===== src/rtl/array_pack_pkg.sv =====
// Shared definitions for the serial-to-array packing stage: lane count,
// count width and the fill/hold control states.
package array_pack_pkg;
  localparam int LANES = 5;
  localparam int CNT_W = 3;

  typedef enum logic {FILL, HOLD} state_e;
endpackage


===== src/rtl/array_pack_slot.sv =====
// Output register of the packer: holds lanes, populated-lane count and valid,
// loads on load_i and releases on a downstream accept.
module array_pack_slot
  import array_pack_pkg::*;
#(
  parameter int WIDTH = 5
) (
  input  logic                        clk_i,
  input  logic                        rst_ni,
  input  logic                        load_i,
  input  logic [LANES-1:0][WIDTH-1:0] lanes_i,
  input  logic [CNT_W-1:0]            count_i,
  input  logic                        ready_i,
  output logic [LANES-1:0][WIDTH-1:0] lanes_o,
  output logic [CNT_W-1:0]            count_o,
  output logic                        valid_o
);

  logic [LANES-1:0][WIDTH-1:0] lanes_q, lanes_d;
  logic [CNT_W-1:0]            count_q, count_d;
  logic                        valid_q, valid_d;

  // A load in the same cycle as an accept keeps valid high with new contents.
  always_comb begin
    valid_d = valid_q;
    lanes_d = lanes_q;
    count_d = count_q;
    if (valid_q && ready_i) valid_d = 1'b0;
    if (load_i) begin
      valid_d = 1'b1;
      lanes_d = lanes_i;
      count_d = count_i;
    end
  end

  always_ff @(posedge clk_i or negedge rst_ni) begin
    if (!rst_ni) begin
      valid_q <= 1'b0;
      lanes_q <= '0;
      count_q <= '0;
    end else begin
      valid_q <= valid_d;
      lanes_q <= lanes_d;
      count_q <= count_d;
    end
  end

  assign lanes_o = lanes_q;
  assign count_o = count_q;
  assign valid_o = valid_q;

endmodule


===== src/rtl/array_pack_buffer.sv =====
// Packs a valid/ready element stream into 5-lane frames; a completed frame
// bypasses the fill buffer into the output slot when the slot is free.
module array_pack_buffer
  import array_pack_pkg::*;
#(
  parameter int WIDTH = 5
) (
  input  logic             CLK,
  input  logic             ASYNCRESETN,
  input  logic [WIDTH-1:0] I_data,
  input  logic             I_last,
  input  logic             I_valid,
  output logic             I_ready,
  output logic [WIDTH-1:0] O_0,
  output logic [WIDTH-1:0] O_1,
  output logic [WIDTH-1:0] O_2,
  output logic [WIDTH-1:0] O_3,
  output logic [WIDTH-1:0] O_4,
  output logic [2:0]       O_count,
  output logic             O_valid,
  input  logic             O_ready
);

  logic [LANES-1:0][WIDTH-1:0] fill_q, frame_lanes, slot_lanes;
  logic [CNT_W-1:0]            cnt_q, cnt_d, slot_count;
  state_e                      state_q, state_d;
  logic                        ready_q;
  logic                        acc, slot_free, complete, load;

  assign acc       = I_valid && ready_q;
  assign slot_free = !O_valid || O_ready;
  assign complete  = acc && ((cnt_q == CNT_W'(LANES - 1)) || I_last);

  // Lanes above the closing element are forced to zero so stale fill data never leaks.
  always_comb begin
    frame_lanes = '0;
    for (int k = 0; k < LANES; k++) begin
      if (CNT_W'(k) < cnt_q)
        frame_lanes[k] = fill_q[k];
      else if (CNT_W'(k) == cnt_q)
        frame_lanes[k] = (state_q == FILL) ? I_data : fill_q[k];
    end
  end

  always_comb begin
    state_d = state_q;
    cnt_d   = cnt_q;
    load    = 1'b0;
    case (state_q)
      FILL: begin
        if (complete) begin
          if (slot_free) begin
            load  = 1'b1;
            cnt_d = '0;
          end else begin
            state_d = HOLD;
          end
        end else if (acc) begin
          cnt_d = cnt_q + CNT_W'(1);
        end
      end
      HOLD: begin
        if (slot_free) begin
          load    = 1'b1;
          cnt_d   = '0;
          state_d = FILL;
        end
      end
      default: state_d = FILL;
    endcase
  end

  // I_ready is registered from next state, so O_ready never reaches it combinationally.
  always_ff @(posedge CLK or negedge ASYNCRESETN) begin
    if (!ASYNCRESETN) begin
      state_q <= FILL;
      cnt_q   <= '0;
      ready_q <= 1'b0;
    end else begin
      state_q <= state_d;
      cnt_q   <= cnt_d;
      ready_q <= (state_d == FILL);
    end
  end

  always_ff @(posedge CLK) begin
    if (acc) fill_q[cnt_q] <= I_data;
  end

  array_pack_slot #(.WIDTH(WIDTH)) u_slot (
    .clk_i   (CLK),
    .rst_ni  (ASYNCRESETN),
    .load_i  (load),
    .lanes_i (frame_lanes),
    .count_i (cnt_q + CNT_W'(1)),
    .ready_i (O_ready),
    .lanes_o (slot_lanes),
    .count_o (slot_count),
    .valid_o (O_valid)
  );

  assign I_ready = ready_q;
  assign O_count = slot_count;
  assign O_0     = slot_lanes[0];
  assign O_1     = slot_lanes[1];
  assign O_2     = slot_lanes[2];
  assign O_3     = slot_lanes[3];
  assign O_4     = slot_lanes[4];

endmodule


===== config.mk =====
export PLATFORM = sky130hd
export DESIGN_NAME = array_pack_buffer
export DESIGN_NICKNAME = d
export VERILOG_FILES = /design/src/rtl/array_pack_pkg.sv /design/src/rtl/array_pack_slot.sv /design/src/rtl/array_pack_buffer.sv
export SDC_FILE = /design/constraint.sdc
export NUM_CORES = 1
export LEC_CHECK = 0
export BUFFER_PORTS_ARGS = -buffer_cell sky130_fd_sc_hd__buf_2
export CORE_AREA = 8 8 84 86
export DETAILED_ROUTE_END_ITERATION = 16
export DIE_AREA = 0 0 92 94
export HOLD_SLACK_MARGIN = 0.12
export PLACE_DENSITY = 0.78
export RECOVER_POWER = 25
export SYNTH_ARGS = -nofsm -noshare
export SYNTH_HDL_FRONTEND = slang
export SYNTH_SLANG_ARGS = --single-unit

===== constraint.sdc =====
create_clock -name CLK -period 2.3 [get_ports CLK]
set_input_delay 0.115 -clock CLK [delete_from_list [all_inputs] [get_ports CLK]]
set_output_delay 0.115 -clock CLK [all_outputs]
set_load 0.02 [all_outputs]

==> results of run 1 <==
-- flip-flops by register name (all words and copies together), names as in the netlist --
name / cells
fill_q: 25
cnt_q: 3
u_slot.lanes_o: 25
I_ready: 1
state_q: 1
u_slot.count_o: 3
u_slot.valid_o: 1
-- layout make-up --
cell class	count	area (um^2)
fillers	483	2360
clock inverters	7	106
flip-flops and latches	59	1600
repair buffers	54	292
multi-input cells	123	1160
well taps	75	93.8
inverters	2	7.51
clock buffers	9	124
-- metrics by stage --
stage	utilization (%)	setup slack, ps
6_report	59.0	276
2_1_floorplan	-	98.4
5_1_grt	59.0	143
3_3_place_gp	55.0	348
3_5_place_dp	55.0	264
4_1_cts	59.4	263
-- power by group through the flow --
stage,clock [mW],combinational (mW),sequential (mW)
2_1_floorplan,0,0.836,1.79
3_3_place_gp,0,1.49,1.54
3_5_place_dp,0,1.52,1.55
4_1_cts,1.12,1.54,1.54
5_1_grt,1.17,1.62,1.57
6_report,1.09,1.49,1.54
-- tightest hold or removal path: stages --
cell,delay (ps)
buf_2,120
a21oi_1,60
nand4_1,80
nand3_1,70
-- cells by family after synthesis --
group	synth area share (%)
mux	19.3
simple gates	10.3
flops	55.9
xor+xnor	0.306
fa+ha+maj	1.31
compound gates	9.43
buf+inv	3.49
-- metal layers --
metal | vias to the layer above | routed length [um]
met5 | - | 0
met4 | 0 | 101
met3 | 8 | 316
met2 | 48 | 2900
met1 | 909 | 2660
li1 | 881 | -
-- final timing paths --
check / slack, ps / cells past startpoint / to / start
setup / recovery: 280 / 5 / u_slot.lanes_o[3] / cnt_q[0]
hold / removal: 170 / 4 / cnt_q[2] / I_last
setup reg to reg: 280 / 5 / u_slot.lanes_o[3] / cnt_q[0]
hold reg to reg: 500 / 1 / u_slot.lanes_o[2] / u_slot.lanes_o[2]
max in group asynchronous: 1400 / 2 / u_slot.lanes_o[14] / ASYNCRESETN
min in group asynchronous: 400 / 2 / u_slot.count_o[1] / ASYNCRESETN
-- placed cells by master (no fill, tap or decap), types with 7 or more instances in the layout --
cell	Yosys	layout
buf_4	0	13
dfrtp_1	34	34
edfxtp_1	25	25
a221o_1	7	7
mux2_4	20	20
clkbuf_8	0	9
buf_2	8	22
mux2_2	12	12
clkbuf_1	2	17
==> run summary, run 1 <==
run status - finished, final reports clean
worst-path cell chain - inv_1, ha_1, nor3b_2, mux2_2, mux2_1
Yosys reg bits - 59
# rows - 28
dominant synthesized flop cell - dfrtp_1
Final period util - 88.0%
Sw Ratio - 33.0%
final cell count without fillers - 329
Yosys warnings - 0
startpoint types - register
RSZ-0062 raised after global routing - false
Clock Skews - 5.66 ps
H-tree depth - 3
# hold bufs at CTS - 2
Initial Utilization - 49.9%
syn_nets - 211
clk_lat worst skew - 330 ps
wire per inst - 18.2 um
post-synthesis cell area - 2870 um^2
syn avg cell area - 14.5 um^2
Longest Clk Path Bufs - 2
CP endpoint kind - register
CTS Buf Count - 9
max-cap violations - 0
Async S/R FF share, synth - 57.6%
First DRT Iteration DRCs - 67
Core Area - 5750 um^2
share of Yosys cell area claimed by the top area cell type - 29.7%
pwr dens - 1220 nW/um^2
Critical Path Slowest Stage Cell - nor3b_2
Gate power share - 36.2%
largest stage delay on the critical path - 420 ps
die area - 8650 um^2
WL final - 5.98 mm
ANT nets after route - 0
vias in the first global route - 1,980
Post-DP Area - 3160 um^2
DR vias - 1,846
setup TNS - 0 ps
Peak VDD IR - 0.000603 V
GRT met3 Usage - 4.08%
initial antenna violation count - 0
cell with the most instances after synthesis - dfrtp_1
met1 Usage GRT - 17.7%
Nets - 262
fraction of layout cells with a size suffix above 1 - 32.3%
Clock Pin Slew Worst Setup and Hold Paths - 60 ps
post_cts resized - 0
Final Setup Violations - 0
post-route cell area - 3390 um^2
Final Hold Viols - 0
largest net degree at the start of global routing - 35
max-slew violations - 0
slew at the pin with the worst max-slew slack - 781 ps
first-pass GRT wire length - 10.0 mm
Hold/Removal Path Class - in -> reg
Crit path max-delay family - multiplexers
routed vias/inst - 5.61
met2 Usage GRT - 24.5%
register area share after synthesis - 55.9%
antenna cell count - 0
most frequent cells after synthesis - dfrtp_1, edfxtp_1, mux2_4
highest clock rate - 494 MHz
Worst Hold Margin - 171 ps
Cell Int Power - 2.76 mW
worst path bufs/invs - 1
HPWL after DPL - 4.00 mm
gr busiest metal - met2
sw power - 1.36 mW
IO buf count - 39
Reg power frac - 37.2%
Setup Buffers After CTS - 0
start-to-end type of the worst setup path - reg -> reg
CTS tree - yes
IO Count - 40
Total Power - 4.12 mW
dpl cells - 311
LEAKAGE - 1.45 nW
crit path DAT - 2240 ps
global-route usage over all layers - 14.9%
worst-path maximum fanout - 6
Die W - 92 um
Synth cell types - 45
DRT Pass-1 Iters - 4
Residual DRC - 0
Post-synth EDFFs - 25
cell taking the most area after synthesis - dfrtp_1
Die H - 94 um
clk root buf - clkbuf_8
post-layout min period - 2020 ps
Congestion Overflow GR - 0
Mapped Cells - 198
slew margin rel. - 47.9%
synth top area cells - dfrtp_1, edfxtp_1, mux2_4
Clk pwr share - 26.5%
clock sinks - 59
gpl congestion - 0.907
Area Overhead vs Synth - 18.2%
Critical Path RT - 2510 ps
No activity file was read; power rests on OpenSTA's default activity.
==> inputs of run 2 (changes only) <==
--- a/config.mk
+++ b/config.mk
@@ -6,12 +6,13 @@
 export NUM_CORES = 1
 export LEC_CHECK = 0
 export BUFFER_PORTS_ARGS = -buffer_cell sky130_fd_sc_hd__buf_2
-export CORE_AREA = 8 8 84 86
+export CORE_AREA = 8 8 82 84
 export DETAILED_ROUTE_END_ITERATION = 16
-export DIE_AREA = 0 0 92 94
+export DIE_AREA = 0 0 90 92
 export HOLD_SLACK_MARGIN = 0.12
 export PLACE_DENSITY = 0.78
 export RECOVER_POWER = 25
 export SYNTH_ARGS = -nofsm -noshare
 export SYNTH_HDL_FRONTEND = slang
+export SYNTH_HIERARCHICAL = 1
 export SYNTH_SLANG_ARGS = --single-unit
==> run 2 against run 1 <==
Against the previous run: fmax grew 4.3%; count of clock-buffer cells in the layout is the same; sequential power shrank 6%; power shrank 9.7%; die area shrank 4.3%; first-iteration DRC count grew 36%; final area shrank 3.9%; routed wire length shrank 6.1%; combinational power shrank 23%; largest cell class unchanged.
==> run summary, run 2 <==
post-layout min period - 1940 ps (-82.9 ps)
die area - 8280 um^2 (-4.3%)
startpoint types - register
combinational family with the most area after synthesis - multiplexers
Congestion Overflow GR - 0 (unchanged)
register area share after synthesis - 59.3% (+3.4 points)
worst path bufs/invs - 2 (+1)
most common cell after layout, fill and taps aside - dfrtp_1
clock sinks - 59 (unchanged)
first-pass GRT wire length - 9.58 mm (-4.6%)
largest stage delay on the critical path - 380 ps (-40 ps)
Yosys reg bits - 59 (unchanged)
clk root buf - clkbuf_8
H-tree depth - 3 (unchanged)
slew at the pin with the worst max-slew slack - 851 ps (+70.5 ps)
Final Hold Viols - 0 (unchanged)
CP endpoint kind - register
Longest Clk Path Bufs - 2 (unchanged)
initial antenna violation count - 0 (unchanged)
dpl ws - 387 ps (+123 ps)
RSZ-0062 raised after global routing - false
syn_nets - 203 (-3.8%)
Critical Path RT - 2520 ps (about the same)
Final Setup Violations - 0 (unchanged)
ANT nets after route - 0 (unchanged)
IO buf count - 39 (unchanged)
post-synthesis cell area - 2700 um^2 (-5.8%)
dpl cells - 298 (-4.2%)
Hold/Removal Path Class - in -> reg
Synth Area in Simple Gates - 8.25% (-2.1 points)
pwr dens - 1140 nW/um^2 (-5.9%)
sequential cell area - 1600 um^2 (unchanged)
syn avg cell area - 14.2 um^2 (-1.8%)
Peak VDD IR - 0.000663 V (+10%)
post_cts resized - 0 (unchanged)
most frequent cells in the layout - dfrtp_1, edfxtp_1, mux2_2
Multi-input gate area - 1010 um^2 (-13%)
wire per inst - 17.5 um (-3.7%)
highest clock rate - 515 MHz (+4.3%)
Die H - 92 um (-2.1%)
most frequent cells after synthesis - dfrtp_1, edfxtp_1, mux2_2
Nets - 257 (-1.9%)
Synth cell types - 40 (-11%)
share of Yosys cell area claimed by the top area cell type - 31.5% (+1.8 points)
Area Overhead vs Synth - 20.6%
CTS Buf Count - 9 (unchanged)
routed vias/inst - 5.46 (-2.7%)
Die W - 90 um (-2.2%)
dominant synthesized flop cell - dfrtp_1
fin util - 60.2% (+1.2 points)
IO Count - 40 (unchanged)
DR vias - 1,752 (-5.1%)
fill cell count - 460 (-4.8%)
Worst Hold Margin - 140 ps (-31.1 ps)
post-synthesis mux area share - 15.0% (-4.3 points)
start-to-end type of the worst setup path - reg -> reg
Mapped Cells - 190 (-4.0%)
HPWL after DPL - 3.78 mm (-5.5%)
global-route usage over all layers - 14.5% (-0.37 points)
# rows - 27 (-3.6%)
slew margin rel. - 43.2% (-4.7 points)
fraction of layout cells with a size suffix above 1 - 34.1% (+1.9 points)
CTS tree - yes
largest net degree at the start of global routing - 35 (unchanged)
Crit path max-delay family - flip-flops
Clock Pin Slew Worst Setup and Hold Paths - 70 ps (about the same)
final cell count without fillers - 321 (-2.4%)
WL final - 5.62 mm (-6.1%)
max-cap violations - 0 (unchanged)
Initial Utilization - 50.0% (+0.063 points)
Yosys warnings - 6 (+6)
Async S/R FF share, synth - 57.6% (unchanged)
cell with the most instances after synthesis - dfrtp_1
vias in the first global route - 1,871 (-5.5%)
DRT Pass-1 Iters - 5 (+1)
antenna cell count - 0 (unchanged)
max-slew violations - 0 (unchanged)
Post-Synth XOR/XNOR Area - 0.324% (+0.019 points)
run status - finished, final reports clean
LEAKAGE - 1.43 nW (-1.5%)
Post-synth EDFFs - 25 (unchanged)
Post-DP Area - 2960 um^2 (-6.2%)
post-synthesis adder-cell area fraction - 1.39% (+0.081 points)
gpl congestion - 0.865 (-4.6%)
crit path DAT - 2170 ps (-70 ps)
post-route cell area - 3260 um^2 (-3.9%)
Core Area - 5410 um^2 (-5.9%)
First DRT Iteration DRCs - 91 (+36%)
setup TNS - 0 ps (unchanged)
complex-gate fraction of the synthesized area - 12.5% (+3.0 points)
Residual DRC - 0 (unchanged)
worst-path cell chain - inv_1, ha_1, a21o_1, a21oi_1, nor2_2, buf_4, mux2_2
cell taking the most area after synthesis - dfrtp_1
worst-path maximum fanout - 17 (+11)
clk_lat worst skew - 340 ps (about the same)
final setup margin - 359 ps (+82.9 ps)
Clock Skews - 11.6 ps (+5.93 ps)
Critical Path Slowest Stage Cell - dfrtp_1
Total Power - 3.72 mW (-9.7%)
synth top area cells - dfrtp_1, edfxtp_1, mux2_2
Final period util - 84.4% (-3.6 points)
==> run 2: changes by cell type after synthesis, moves of 6 or more <==
cell and delta:
mux2_2 +12, mux2_4 -11, a22o_1 +22, mux2_1 -6
a221o_1 -7
==> run 2: cell type report <==
| type | instances | area share (%) |
|---|---|---|
| Clock buffer | 9 | 3.80 |
| Inverter | 5 | 0.576 |
| Timing Repair Buffer | 52 | 8.95 |
| Sequential cell | 59 | 49.2 |
| Multi-Input combinational cell | 117 | 31.1 |
| Tap cell | 72 | 2.77 |
| Clock inverter | 7 | 3.57 |
==> run 2: per-layer routing <==
metal | track usage [%] | wire length (um) | up-vias
met5 | 0 | 0 | -
met4 | 6.66 | 64 | 0
met3 | 5.22 | 324 | 6
met2 | 23.3 | 2760 | 55
met1 | 17.1 | 2470 | 868
li1 | - | - | 823
==> run 2: cells by family (layout without fill, tap and decap cells) <==
group | Yosys count | in the layout
compound gates | 42 | 42
xor+xnor | 1 | 1
fa+ha+maj | 3 | 3
buf+inv | 14 | 73
flops | 59 | 59
mux | 33 | 33
simple gates | 38 | 38
==> run 2: final timing paths <==
| kind | start | to | slack, ps | depth (start not counted) |
|---|---|---|---|---|
| setup / recovery | cnt_q[0] | u_slot/lanes_o[3] | 360 | 7 |
| hold / removal | I_valid | cnt_q[2] | 140 | 3 |
| setup reg to reg | cnt_q[0] | u_slot/lanes_o[3] | 360 | 7 |
| hold reg to reg | u_slot/valid_o | u_slot/valid_o | 490 | 1 |
| max in group asynchronous | ASYNCRESETN | u_slot/count_o[0] | 1350 | 2 |
| min in group asynchronous | ASYNCRESETN | u_slot/lanes_o[5] | 410 | 2 |
==> run 2: repair_timing <==
item,4_1_cts,5_1_grt
hold buffers,7,0
endpoints found under the hold margin,57,0
buffers inserted,0,0
==> run 2: where the power goes <==
part,switching (mW),internal (mW)
sequential,0.109,1.33
clock,0.422,0.717
combinational,0.641,0.508
==> run 2: worst register-to-register path, cell delays in order, from the launching register on <==
cell	delay [ps]
dfrtp_1	380
inv_1	70
ha_1	250
a21o_1	220
a21oi_1	130
nor2_2	130
buf_4	280
mux2_2	380
==> inputs of run 3 (changes only) <==
--- a/config.mk
+++ b/config.mk
@@ -6,11 +6,11 @@
 export NUM_CORES = 1
 export LEC_CHECK = 0
 export BUFFER_PORTS_ARGS = -buffer_cell sky130_fd_sc_hd__buf_2
-export CORE_AREA = 8 8 82 84
+export CORE_AREA = 8 8 79 81
 export DETAILED_ROUTE_END_ITERATION = 16
-export DIE_AREA = 0 0 90 92
+export DIE_AREA = 0 0 87 89
 export HOLD_SLACK_MARGIN = 0.12
-export PLACE_DENSITY = 0.78
+export PLACE_DENSITY = 0.81
 export RECOVER_POWER = 25
 export SYNTH_ARGS = -nofsm -noshare
 export SYNTH_HDL_FRONTEND = slang
==> constraint.sdc (replaced) <==
create_clock -name CLK -period 2 [get_ports CLK]
set_input_delay 0.1 -clock CLK [delete_from_list [all_inputs] [get_ports CLK]]
set_output_delay 0.1 -clock CLK [all_outputs]
set_load 0.02 [all_outputs]
==> run 3 against run 2 <==
Against the previous run: critical path depth did not move; combinational power rose by 23%; power rose by 14%; largest power group unchanged.
==> run summary, run 3 (same netlist as run 2, synthesis figures left out) <==
run status - finished, final reports clean
gpl congestion - 0.863 (-0.28%)
path depth of the worst reg2reg path - 7 (unchanged)
IO Count - 40 (unchanged)
Die W - 87 um (-3.3%)
ANT nets after route - 0 (unchanged)
Longest Clk Path Bufs - 2 (unchanged)
Initial Utilization - 54.2% (+4.3 points)
start-to-end type of the worst setup path - reg -> reg
first-pass GRT wire length - 9.05 mm (-5.6%)
Critical Path RT - 2210 ps (-310 ps)
RSZ-0062 raised after global routing - false
most frequent cells in the layout - dfrtp_1, edfxtp_1, mux2_2
slew at the pin with the worst max-slew slack - 772 ps (-78.8 ps)
Residual DRC - 0 (unchanged)
antenna cell count - 0 (unchanged)
worst-path maximum fanout - 8 (-9)
Nets - 264 (+2.7%)
DR vias - 1,786 (+1.9%)
CTS tree - yes
initial antenna violation count - 0 (unchanged)
fraction of layout cells with a size suffix above 1 - 35.5% (+1.4 points)
post-layout min period - 1890 ps (-52.8 ps)
Clock Skews - 6.89 ps (-4.70 ps)
highest clock rate - 529 MHz (+2.8%)
largest net degree at the start of global routing - 35 (unchanged)
crit path DAT - 2100 ps (-70 ps)
# rows - 26 (-3.7%)
clk root buf - clkbuf_8
Final Hold Viols - 0 (unchanged)
max-slew violations - 0 (unchanged)
Worst R2R Start - cnt_q[1]
WL final - 5.70 mm (+1.5%)
DRT Pass-1 Iters - 4 (-1)
First DRT Iteration DRCs - 108 (+19%)
Final period util - 94.4% (+10 points)
setup TNS - 0 ps (unchanged)
Final Setup Violations - 0 (unchanged)
RR Endpoint - u_slot/lanes_o[10]
CP endpoint kind - register
Clock Pin Slew Worst Setup and Hold Paths - 70 ps (about the same)
Hold/Removal Path Class - in -> async
fin util - 67.2% (+7.0 points)
CTS Buf Count - 9 (unchanged)
routed vias/inst - 5.48 (+0.38%)
Core Area - 4980 um^2 (-7.9%)
IO buf count - 39 (unchanged)
register-to-register setup slack - 110 ps (-250 ps)
pwr dens - 1270 nW/um^2 (+11%)
Peak VDD IR - 0.000666 V (+0.45%)
most common cell after layout, fill and taps aside - dfrtp_1
wire per inst - 17.5 um (about the same)
LEAKAGE - 1.46 nW (+2.2%)
global-route usage over all layers - 15.5% (+1.1 points)
H-tree depth - 3 (unchanged)
vias in the first global route - 1,841 (-1.6%)
Area Overhead vs Synth - 23.9%
HPWL after DPL - 3.76 mm (-0.49%)
Die H - 89 um (-3.3%)
clock sinks - 59 (unchanged)
startpoint types - register
slew margin rel. - 48.5% (+5.3 points)
Congestion Overflow GR - 0 (unchanged)
max-cap violations - 0 (unchanged)
Setup Buffers After CTS - 0 (unchanged)
fill cell count - 363 (-21%)
die area - 7740 um^2 (-6.5%)
clk_lat worst skew - 330 ps (about the same)
## run 3: worst max path at each step
stage / startpoint / end / slack [ps] / cells past startpoint
finish: cnt_q[1] / u_slot/lanes_o[10] / 110 / 7
global route: cnt_q[0] / u_slot/lanes_o[1] / 10 / 7
detailed placement: cnt_q[1] / u_slot/lanes_o[21] / 140 / 7
CTS: cnt_q[0] / u_slot/lanes_o[16] / 130 / 7
floorplan: cnt_q[0] / u_slot/lanes_o[0] / 40 / 9
global placement: cnt_q[0] / u_slot/lanes_o[4] / 200 / 7
## run 3: per-layer routing
layer	up-vias	GRT usage (%)	wire length [um]
li1	841	-	-
met1	863	18.9	2460
met2	77	24.3	2720
met3	5	5.51	462
met4	0	7.04	61
met5	-	0	0
## run 3: metrics by stage
stage | cells | area [um^2] | hold slack, ps | total power, mW | setup slack (ps)
after CTS | 324 | 3320 | 127 | 4.26 | 132
after global placement | 300 | 3020 | 212 | 3.02 | 201
after global routing | 326 | 3340 | 450 | 4.45 | 12.0
after detailed placement | 300 | 3020 | 225 | 3.06 | 145
after floorplan | 190 | 2710 | -196 | 2.62 | 35.1
final | 326 | 3340 | 374 | 4.24 | 111
## run 3: critical path, stage by stage, from the launching register on
cell       delay (ps)
dfrtp_1           370
inv_1             110
ha_4              170
a21o_1            170
a21oi_1           140
nor2_4            260
clkbuf_16         210
mux2_2            330
## run 3: repair_timing
action / CTS / global route
endpoints found under the setup margin: 0 / 2
resized for setup: 0 / 2
endpoints found under the hold margin: 58 / 5
hold buffers: 8 / 1
## run 3: layout make-up
class / instances / area [um^2] / share of cell area (%)
sequential: 59 / 1600 / 47.9
multi-input combinational: 117 / 1030 / 30.8
timing repair buffer: 59 / 389 / 11.6
clock buffer: 9 / 124 / 3.70
clock inverter: 7 / 92.6 / 2.77
tap: 70 / 87.6 / 2.62
inverter: 5 / 18.8 / 0.561
## run 3: power by group
part           internal, mW  switching, mW  total (mW)
Combinational         0.644          0.771        1.41
Clock                 0.698          0.480        1.18
Sequential             1.53          0.121        1.65
Total                  2.87           1.37        4.24
